$ cat config.mk
export PLATFORM = sky130hd
export DESIGN_NAME = multi_channel_producer_flat
export DESIGN_NICKNAME = d
export VERILOG_FILES = /design/src/rtl/multi_channel_producer_if.sv /design/src/rtl/multi_channel_producer.sv /design/src/flat_wrapper.sv
export SDC_FILE = /design/constraint.sdc
export NUM_CORES = 1
export LEC_CHECK = 0
export CORE_MARGIN = 8
export CORE_UTILIZATION = 45
export DETAILED_ROUTE_END_ITERATION = 10
export GPL_ROUTABILITY_DRIVEN = 1
export GPL_TIMING_DRIVEN = 0
export PLACE_DENSITY = 0.66
export SYNTH_ARGS = -nofsm -noshare
export SYNTH_HDL_FRONTEND = slang
export SYNTH_SLANG_ARGS = --single-unit
export TNS_END_PERCENT = 1
$ cat constraint.sdc
create_clock -name clk -period 6.1 [get_ports clk]
set_input_delay 0.61 -clock clk [delete_from_list [all_inputs] [get_ports clk]]
set_output_delay 0.61 -clock clk [all_outputs]
set_load 0.02 [all_outputs]
$ cat src/rtl/multi_channel_producer_if.sv
// Handshake bundle between multi_channel_producer and the pipeline under test.
// The producer side is "master" and the pipeline side is "slave".
// The optional per-channel stall counters appear only when PRODUCER_STALL_CNT_EN is defined.
interface multi_channel_producer_if #(
  parameter int NUM_CH = 2,
  parameter int DATA_W = 32
);
  logic                     enable;
  logic [NUM_CH-1:0]        in_stall;
  logic [NUM_CH*DATA_W-1:0] out_data;
  logic [NUM_CH-1:0]        out_valid;
  logic [NUM_CH-1:0]        out_flush;
  logic                     out_busy;
`ifdef PRODUCER_STALL_CNT_EN
  logic [NUM_CH*16-1:0]     stall_cnt;

  modport master (
    input  enable, in_stall,
    output out_data, out_valid, out_flush, out_busy, stall_cnt
  );

  modport slave (
    output enable, in_stall,
    input  out_data, out_valid, out_flush, out_busy, stall_cnt
  );
`else
  modport master (
    input  enable, in_stall,
    output out_data, out_valid, out_flush, out_busy
  );

  modport slave (
    output enable, in_stall,
    input  out_data, out_valid, out_flush, out_busy
  );
`endif
endinterface

$ cat src/rtl/multi_channel_producer.sv
// multi_channel_producer: NUM_CH independent incrementing-sequence sources with
// valid/stall handshake and a flush window ahead of every beat whose low
// FLUSH_LOG2 bits equal the channel mark (channel index mod 2**FLUSH_LOG2).
// Optional feature macro: PRODUCER_STALL_CNT_EN adds saturating 16-bit
// per-channel stall-cycle counters on bus.stall_cnt.
module multi_channel_producer #(
  parameter int NUM_CH     = 2,
  parameter int DATA_W     = 32,
  parameter int FLUSH_LOG2 = 8,
  parameter int FLUSH_LEN  = 2
) (
  input  logic                     clk,
  input  logic                     reset,
  multi_channel_producer_if.master bus
);

  typedef enum logic [1:0] {IDLE, FLUSH, SEND} state_t;

  // Flush timer counts down from FLUSH_LEN-1 to 0, so the window lasts FLUSH_LEN cycles.
  localparam logic [7:0] TIMER_LOAD = 8'(FLUSH_LEN - 1);

  logic [NUM_CH*DATA_W-1:0] data_all;
  logic [NUM_CH-1:0]        valid_all;
  logic [NUM_CH-1:0]        flush_all;
  logic [NUM_CH-1:0]        busy_all;
`ifdef PRODUCER_STALL_CNT_EN
  logic [NUM_CH*16-1:0]     stall_all;
`endif

  for (genvar gi = 0; gi < NUM_CH; gi++) begin : g_ch
    localparam logic [FLUSH_LOG2-1:0] MARK     = FLUSH_LOG2'(gi % (2 ** FLUSH_LOG2));
    localparam logic [DATA_W-1:0]     CNT_INIT = DATA_W'(gi);

    state_t            state_reg;
    logic [7:0]        timer_reg;
    logic [DATA_W-1:0] cnt_reg;
    logic [DATA_W-1:0] cnt_inc;
    logic              valid_reg;
    logic              flush_reg;

    assign cnt_inc = cnt_reg + DATA_W'(1);

    // Channel FSM: IDLE -> FLUSH -> SEND, re-flushing before each mark beat.
    always_ff @(posedge clk) begin
      if (reset) begin
        state_reg <= IDLE;
        timer_reg <= '0;
        cnt_reg   <= CNT_INIT;
        valid_reg <= 1'b0;
        flush_reg <= 1'b0;
      end else begin
        case (state_reg)
          IDLE: begin
            if (bus.enable) begin
              state_reg <= FLUSH;
              flush_reg <= 1'b1;
              timer_reg <= TIMER_LOAD;
            end
          end
          FLUSH: begin
            if (timer_reg == 8'd0) begin
              flush_reg <= 1'b0;
              if (bus.enable) begin
                state_reg <= SEND;
                valid_reg <= 1'b1;
              end else begin
                state_reg <= IDLE;
              end
            end else begin
              timer_reg <= timer_reg - 8'd1;
            end
          end
          SEND: begin
            // A stalled beat is held untouched; enable only matters after a transfer.
            if (!bus.in_stall[gi]) begin
              cnt_reg <= cnt_inc;
              if (cnt_inc[FLUSH_LOG2-1:0] == MARK) begin
                state_reg <= FLUSH;
                valid_reg <= 1'b0;
                flush_reg <= 1'b1;
                timer_reg <= TIMER_LOAD;
              end else if (!bus.enable) begin
                state_reg <= IDLE;
                valid_reg <= 1'b0;
              end
            end
          end
          default: begin
            state_reg <= IDLE;
            valid_reg <= 1'b0;
            flush_reg <= 1'b0;
          end
        endcase
      end
    end

    assign data_all[gi*DATA_W +: DATA_W] = cnt_reg;
    assign valid_all[gi]                 = valid_reg;
    assign flush_all[gi]                 = flush_reg;
    assign busy_all[gi]                  = (state_reg != IDLE);

`ifdef PRODUCER_STALL_CNT_EN
    logic [15:0] stall_cnt_reg;

    // Count cycles where a beat is offered but held off, saturating at all-ones.
    always_ff @(posedge clk) begin
      if (reset) begin
        stall_cnt_reg <= '0;
      end else if (valid_reg && bus.in_stall[gi] && (stall_cnt_reg != 16'hFFFF)) begin
        stall_cnt_reg <= stall_cnt_reg + 16'd1;
      end
    end

    assign stall_all[gi*16 +: 16] = stall_cnt_reg;
`endif
  end

  assign bus.out_data  = data_all;
  assign bus.out_valid = valid_all;
  assign bus.out_flush = flush_all;
  assign bus.out_busy  = |busy_all;
`ifdef PRODUCER_STALL_CNT_EN
  assign bus.stall_cnt = stall_all;
`endif

endmodule

$ cat src/flat_wrapper.sv
// flat-port wrapper written by rule: the top's interface ports become plain ports
module multi_channel_producer_flat 
#(
  parameter int NUM_CH     = 2,
  parameter int DATA_W     = 32,
  parameter int FLUSH_LOG2 = 8,
  parameter int FLUSH_LEN  = 2
)
  (clk, reset, bus_enable, bus_in_stall, bus_out_data, bus_out_valid, bus_out_flush, bus_out_busy);
  multi_channel_producer_if #(.NUM_CH(NUM_CH), .DATA_W(DATA_W)) bus_i ();
  input  logic clk;
  input  logic reset;
  input wire logic [$bits(bus_i.enable)-1:0] bus_enable;
  input wire logic [$bits(bus_i.in_stall)-1:0] bus_in_stall;
  output wire logic [$bits(bus_i.out_data)-1:0] bus_out_data;
  output wire logic [$bits(bus_i.out_valid)-1:0] bus_out_valid;
  output wire logic [$bits(bus_i.out_flush)-1:0] bus_out_flush;
  output wire logic [$bits(bus_i.out_busy)-1:0] bus_out_busy;
  assign bus_i.enable = bus_enable;
  assign bus_i.in_stall = bus_in_stall;
  assign bus_out_data = bus_i.out_data;
  assign bus_out_valid = bus_i.out_valid;
  assign bus_out_flush = bus_i.out_flush;
  assign bus_out_busy = bus_i.out_busy;
  multi_channel_producer #(.NUM_CH(NUM_CH), .DATA_W(DATA_W), .FLUSH_LOG2(FLUSH_LOG2), .FLUSH_LEN(FLUSH_LEN)) u_core (.clk(clk), .reset(reset), .bus(bus_i));
endmodule
* Yosys cells after proc, flatten, opt, wreduce, memory -nomap -nowiden *
Index checks and enable logic that the tools add are counted.

operators by class
  add/subtract/negate cells = 4
  equality and inequality tests = 19
  multiplexer cells = 38
  bitwise gates (word level) = 4
  reduce and logical (&&, ||, !) cells = 20

operators with widths
  kind                   count
  $add 32x1->32 const B  2
  $mux 8                 7
  $pmux 8 s3             2
  $logic_not 8->1        3
  $reduce_and 5->1       4
  $mux 2                 9
  $ne 2x2->1 const B     8
  $reduce_and 4->1       4
  $sub 8x1->8 const B    2
  $mux 1                 14
  $pmux 1 s3             4
  $pmux 2 s3             2
  $eq 8x1->1 const B     1
  $ne 2x1->1 const B     4
  $ne 3x2->1 const B     2
  $reduce_bool 3->1      2
  $eq 2x1->1 const B     2
  $eq 2x2->1 const B     2
  $logic_not 2->1        2
  $not 1->1              4
  $reduce_and 2->1       2
  $reduce_bool 2->1      2
  $reduce_or 2->1        1

storage, ports and cells
  register bits after elaboration = 88

* Longest topological paths before layout *
Gate-level depths: netlist of run 1.

  depth after elaboration = 5
  gate-level depth with buffers = 7

* Worst setup path after synthesis of run 1 *
Ideal clock, no wire load.

  path kind = reg-to-reg
  start point = register u_core.g_ch[1].cnt_reg[0]
  end point = register u_core.g_ch[1].cnt_reg[30]
  library setup time = 71 ps
  data arrival time = 2,185 ps
  slack = 3,844 ps
  cell stages (with the launch flop) = 7
  period minus slack after synthesis = 2,256 ps
  cells stage by stage = dfxtp_1 -> ha_1 -> nand4bb_1 -> nor4_4 -> nand2_1 -> or4_1 -> a21oi_1

on the way
  longest elaborated chain between the ends = 1

RTL lines
  element                 line                          source
  start, declared         multi_channel_producer.sv:36  logic [DATA_W-1:0] cnt_reg;
  start signal, assigned  multi_channel_producer.sv:76  cnt_reg <= cnt_inc;
  $add 32x1->32           multi_channel_producer.sv:41  assign cnt_inc = cnt_reg + DATA_W'(1);

No other way between the ends.
A chain may end at the register's enable or synchronous reset.

* Worst setup path after layout of run 1 *
  start point = register u_core.g_ch[1].state_reg[1]
  end point = output bus_out_busy

on the way
  longest elaborated chain between the ends = 2

RTL lines
  element                 line                           source
  start, declared         multi_channel_producer.sv:34   state_t state_reg;
  start signal, assigned  multi_channel_producer.sv:46   state_reg <= IDLE;
  start signal, assigned  multi_channel_producer.sv:55   state_reg <= FLUSH;
  start signal, assigned  multi_channel_producer.sv:64   state_reg <= SEND;
  $reduce_bool 2->1       multi_channel_producer.sv:100  assign busy_all[gi] = (state_reg != IDLE);
  $reduce_or 2->1         multi_channel_producer.sv:121  assign bus.out_busy = |busy_all;
  end, declared           flat_wrapper.sv:18             output wire logic [$bits(bus_i.out_busy)-1:0] bus_out_busy;

No other way between the ends.

==> run metrics, run 1 <==
clock net sink count=88; CP cell instances=clkbuf_1, or4_1, clkdlybuf4s50_1; die area=around 14000 µm²; Power Density=252 nW/µm²; critical path endpoint category=output pin; number of filler cells placed in the layout=~1000; EDFF count, synth=0; post-synth top area share=38.4%; post-placement setup slack=3120 ps; number of diodes=0; Worst-Skew Late Latency=roughly 360 ps; dpl cells=750; initial antenna violation count=0; achievable frequency=0.383 GHz; CP peak stage delay=560 ps; hold buffers post-CTS=0; worst path buffer plus inverter count=2; Post-Route WL=11.4 mm; Leak Pwr=1.87 nW; Final ANT Viol Nets=0; Max rail drop VDD=~130 µV; Clk pin slew, worst setup/hold paths=90 ps; Slew Viols, Final=0; GP Congestion=between 0.8 and 0.9; Fin. Hold Viols=0; critical path type=reg2out; RSZ-0062 raised after global routing=false; max FFs per register=between 60 and 70; Pre-antenna DRT Iters=5; synth top area cells=dfxtp_1 38%, xnor2_1 7.6%, nor2_1 5.9%, xor2_1 3.6%, nand3_1 2.8%; Root Buffer Master=clkbuf_8; max_cap viols=0; Post-Synthesis Cell Area=4590 µm²; grt total ovfl=0; Async SR Flop Fraction=0%; wire per inst=14.9 µm; CP max FO=10; Worst Skew=9.34 ps; startpoint types=register; number of CTS-inserted buffers=9; P&R area growth vs syn=23.2%; Die Y=approximately 120 µm; sequential element share of the synthesized area=38.4%; H-tree depth=3; Rows=37; commonest non-fill, non-tap cell in the layout=dfxtp_1; nets@finish=638; register area=1760 µm²; post-CTS sizing=0; Final Instance Count excl. Fillers=approximately 770; synth unique cells=a little under 60; first-pass GRT wire length=18.9 mm; flops & latches, synth=88; min Tclk post-route=2610 ps; via count=between 4000 and 5000; PortBufs=72; Post-Syn Instances=542; Setup TNS Final=0 ps; Worst Hold Class=reg2reg; Mapped Nets=555; Finish-stage setup viols=0; die outline width=roughly 120 µm; DRC violation count after routing=0; layout cells sized above 1=under 10%; Initial Util=45.5%; largest net degree at the start of global routing=15; post-layout worst setup margin=3490 ps; Yosys warnings=0; number of global-route vias before repair=3971; critical path's slowest cell=clkdlybuf4s50_1; DPL Wire Length=8.26 mm; Rel. slew slack=49.3%; core region area=10100 µm²; Vias per Instance=5.49; cell taking the most area after synthesis=dfxtp_1; Req. time, crit path=5490 ps; footprint of the multi-input gates=2630 µm²; total track usage=17.2%; status=finished, final reports clean; worst-margin pin slew=750 ps; most frequent cells in the layout=88 x dfxtp_1, 72 x nor2_1, 72 x clkdlybuf4s50_1; final worst path period share=42.8%; Design Power=0.00143 W; Mean Syn Cell Area=between 8 and 9 µm²; Clock Tree Buf Depth=2; initial DRC count=220; I/O pin cnt=74; CP arrival=2000 ps; Crit path max-delay family=buffers and inverters; post-CTS setup repair buffer count=0; TritonCTS clock tree=built; Main synth FF type=dfxtp_1
## cell families after synthesis
| group | after synthesis | share of synthesized area [%] |
|---|---|---|
| flip-flops | 88 | 38.4 |
| multiplexers | 3 | 0.681 |
| AO/OA/AOI/OAI | 85 | 12.8 |
| AND/OR/NAND/NOR | 253 | 30.3 |
| buffers and inverters | 46 | 4.47 |
| XOR/XNOR | 59 | 11.3 |
| adder cells (fa/ha/maj) | 8 | 2.18 |
## metal layers
layer  global-route usage (%)  routed length [µm]
met1                     20.9                5200
met2                     28.1                5270
met3                     4.52                 805
met4                     7.34                 109
met5                        0                   0
## cell type report
cell class | count | share of cell area, %
clock buffers | 12 | 2.57
inverters | 15 | 0.995
clock inverters | 4 | 0.509
repair buffers | 72 | 12.7
multi-input cells | 408 | 46.4
well taps | 136 | 3.01
flip-flops and latches | 88 | 31.1
plain buffers | 31 | 2.63
## cell usage after synthesis (15+ instances only)
master,instances
a21oi_1,23
xnor2_1,40
dfxtp_1,88
clkbuf_1,20
inv_1,15
xor2_1,19
nand2_1,30
nor3_1,21
nor2_1,72
nand3_1,26
nand4_1,17
## report_power, final
group          switching [W]  total [W]  internal [W]
logic               0.000217   0.000389      0.000173
clock network       0.000215   0.000375      0.000161
registers          0.0000461   0.000662      0.000616
## through the flow
step | cell area (µm²) | util [%] | hold WS (ps)
2_1_floorplan | 4590 | - | 442
3_3_place_gp | 5480 | 54.3 | 460
3_5_place_dp | 5480 | 54.3 | 468
4_1_cts | 5660 | 56.1 | 489
5_1_grt | 5660 | 56.1 | 516
6_report | 5660 | 56.1 | 483
## worst paths after layout
check	from	to	slack [ps]	depth (start not counted)
worst max-delay path	u_core.g_ch[1].state_reg[1]$_SDFFE_PP0P_	bus_out_busy	3490	3
worst min-delay path	u_core.g_ch[1].flush_reg$_SDFFE_PP0P_	u_core.g_ch[1].flush_reg$_SDFFE_PP0P_	480	1
worst max register to register	u_core.g_ch[1].cnt_reg[0]$_SDFFE_PP1P_	u_core.g_ch[1].cnt_reg[30]$_SDFFE_PP0P_	3550	6
worst min register to register	u_core.g_ch[1].flush_reg$_SDFFE_PP0P_	u_core.g_ch[1].flush_reg$_SDFFE_PP0P_	480	1
Note: power is estimated with default switching activity, not from simulation.
==> inputs of run 2 (changes only) <==
PLACE_DENSITY = 0.69   (was 0.66)
clock period = 2.3 ns   (was 6.1 ns; I/O delays follow)
==> run metrics, run 2 (synthesized netlist as in run 1, its figures left out) <==
first-pass GRT wire length=18.5 mm (was 18.9 mm); Slew Viols, Final=0 (unchanged); I/O pin cnt=74 (unchanged); Setup TNS Final=0 ps (unchanged); worst-margin pin slew=669 ps (was 750 ps); most frequent cells in the layout=88 x dfxtp_1, 72 x nor2_1, 71 x clkdlybuf4s50_1 (was 88 x dfxtp_1, 72 x nor2_1, 72 x clkdlybuf4s50_1); critical path endpoint category=register (was output pin); PortBufs=72 (unchanged); number of diodes=0 (unchanged); wire per inst=14.5 µm (was 14.9 µm); largest net degree at the start of global routing=17 (was 15); Final ANT Viol Nets=0 (unchanged); post-placement setup slack=-300 ps (was 3120 ps); Post-Route WL=11.1 mm (was 11.4 mm); Clock Tree Buf Depth=2 (unchanged); Post-DP Area=5480 µm² (unchanged); design area=5710 µm² (was 5660 µm²); critical path's slowest cell=dfxtp_1 (was clkdlybuf4s50_1); max FFs per register=64 (unchanged); Fin. Hold Viols=0 (unchanged); core region area=10100 µm² (unchanged); total track usage=16.6% (was 17.2%); Req. time, crit path=2520 ps (was 5490 ps); Leak Pwr=1.91 nW (was 1.87 nW); Finish-stage setup viols=0 (unchanged); critical path type=reg2reg (was reg2out); max_cap viols=0 (unchanged); clock net sink count=88 (unchanged); commonest non-fill, non-tap cell in the layout=dfxtp_1 (unchanged); nets@finish=639 (was 638); number of global-route vias before repair=3914 (was 3971); Worst Skew=12.7 ps (was 9.34 ps); DRC violation count after routing=0 (unchanged); Pre-antenna DRT Iters=5 (unchanged); Vias per Instance=5.42 (was 5.49); Clk pin slew, worst setup/hold paths=100 ps (was 90 ps); P&R area growth vs syn=24.3% (was 23.2%); Initial Util=45.5% (unchanged); initial DRC count=223 (was 220); RSZ-0062 raised after global routing=true (was false); Rel. slew slack=55.4% (was 49.3%); achievable frequency=~0.46 GHz; CP arrival=2390 ps (was 2000 ps); status=finished, final reports clean (unchanged); CP peak stage delay=490 ps (was 560 ps); H-tree depth=3 (unchanged); register area=1760 µm² (unchanged); number of filler cells placed in the layout=957 (was 1001); post-layout worst setup margin=129 ps (was 3490 ps); number of CTS-inserted buffers=9 (unchanged); Worst Hold Class=in2reg (was reg2reg); layout cells sized above 1=7.29% (was 6.19%); CP cell instances=ha_1, and3_1, a31oi_1, a2111oi_1, or2_2, buf_2, a311oi_1 (was clkbuf_1, or4_1, clkdlybuf4s50_1); DPL Wire Length=8.15 mm (was 8.26 mm); die outline width=117 µm (unchanged); Rows=37 (unchanged); GP Congestion=0.836 (was 0.829); Max rail drop VDD=363 µV (was 135 µV); final worst path period share=94.4%; initial antenna violation count=0 (unchanged); Worst-Skew Late Latency=360 ps (about the same); footprint of the multi-input gates=2640 µm² (was 2630 µm²); Die Y=117 µm (unchanged); TritonCTS clock tree=built (unchanged); min Tclk post-route=approximately 2200 ps; WHS=279 ps (was 483 ps); Power Density=685 nW/µm² (was 252 nW/µm²); startpoint types=register (unchanged); CP max FO=8 (was 10); Root Buffer Master=clkbuf_8 (unchanged); die area=13700 µm² (unchanged); via count=4160 (was 4205); grt total ovfl=0 (unchanged)
[run 2: cell count changes in the layout (fill, tap and decap cells not counted), sizes merged]
cell,delta
clkbuf,-3
inv,+2
buf,+1
bufinv,+1
clkdlybuf4s50,-1
dlymetal6s2s,+1
[run 2: per-stage QoR]
stage	cells	total power, W	utilization, %
2_1_floorplan	542	0.00256	-
3_3_place_gp	750	0.00279	54.3
3_5_place_dp	750	0.00282	54.3
4_1_cts	767	0.00392	56.4
5_1_grt	767	0.00414	56.6
6_report	767	0.00391	56.6
[run 2: per-layer routing]
layer	global-route usage [%]	share of wire, %
met5	0	0
met1	20.7	45
met2	27.4	46
met4	4.69	0.76
met3	4.62	7.4
[run 2: timing repair]
| item | 4_1_cts | 5_1_grt |
|---|---|---|
| pin swaps | 1 | 0 |
| resized for setup | 1 | 8 |
| hold endpoints to repair | 0 | 0 |
| buffers inserted | 1 | 0 |
| hold buffers | 0 | 0 |
| setup endpoints to repair | 2 | 20 |
[run 2: cell type report]
class / instances / share of cell area [%]
clock buffer: 9 / 2.17
buffer: 31 / 2.65
sequential: 88 / 30.9
clock inverter: 7 / 1.34
inverter: 15 / 0.986
timing repair buffer: 73 / 12.8
multi-input combinational: 408 / 46.2
tap: 136 / 2.98
[run 2: worst paths after layout]
kind | from | endpoint | slack [ps] | depth (start not counted)
worst max-delay path | u_core.g_ch[0].cnt_reg[0]$_SDFFE_PP0P_ | u_core.g_ch[0].timer_reg[4]$_SDFFE_PP0P_ | 130 | 7
worst max register to register | u_core.g_ch[0].cnt_reg[0]$_SDFFE_PP0P_ | u_core.g_ch[0].timer_reg[4]$_SDFFE_PP0P_ | 130 | 7
worst min register to register | u_core.g_ch[1].flush_reg$_SDFFE_PP0P_ | u_core.g_ch[1].flush_reg$_SDFFE_PP0P_ | 490 | 1
worst min-delay path | bus_enable | u_core.g_ch[1].state_reg[1]$_SDFFE_PP0P_ | 280 | 3
[run 2: critical path: cells and delay by family (launching register included)]
| kind | cells | cell delay (ps) |
|---|---|---|
| adders and majority gates | 1 | 280 |
| DFF | 1 | 490 |
| and+or+nand+nor | 2 | 430 |
| AOI/OAI and AO/OA | 3 | 670 |
| buffers and inverters | 1 | 160 |
[run 2: where the power goes]
| part | switching, W | total, W | internal (W) |
|---|---|---|---|
| registers | 0.000122 | 0.00176 | 0.00163 |
| clock network | 0.000593 | 0.00111 | 0.000512 |
| logic | 0.000584 | 0.00105 | 0.000462 |
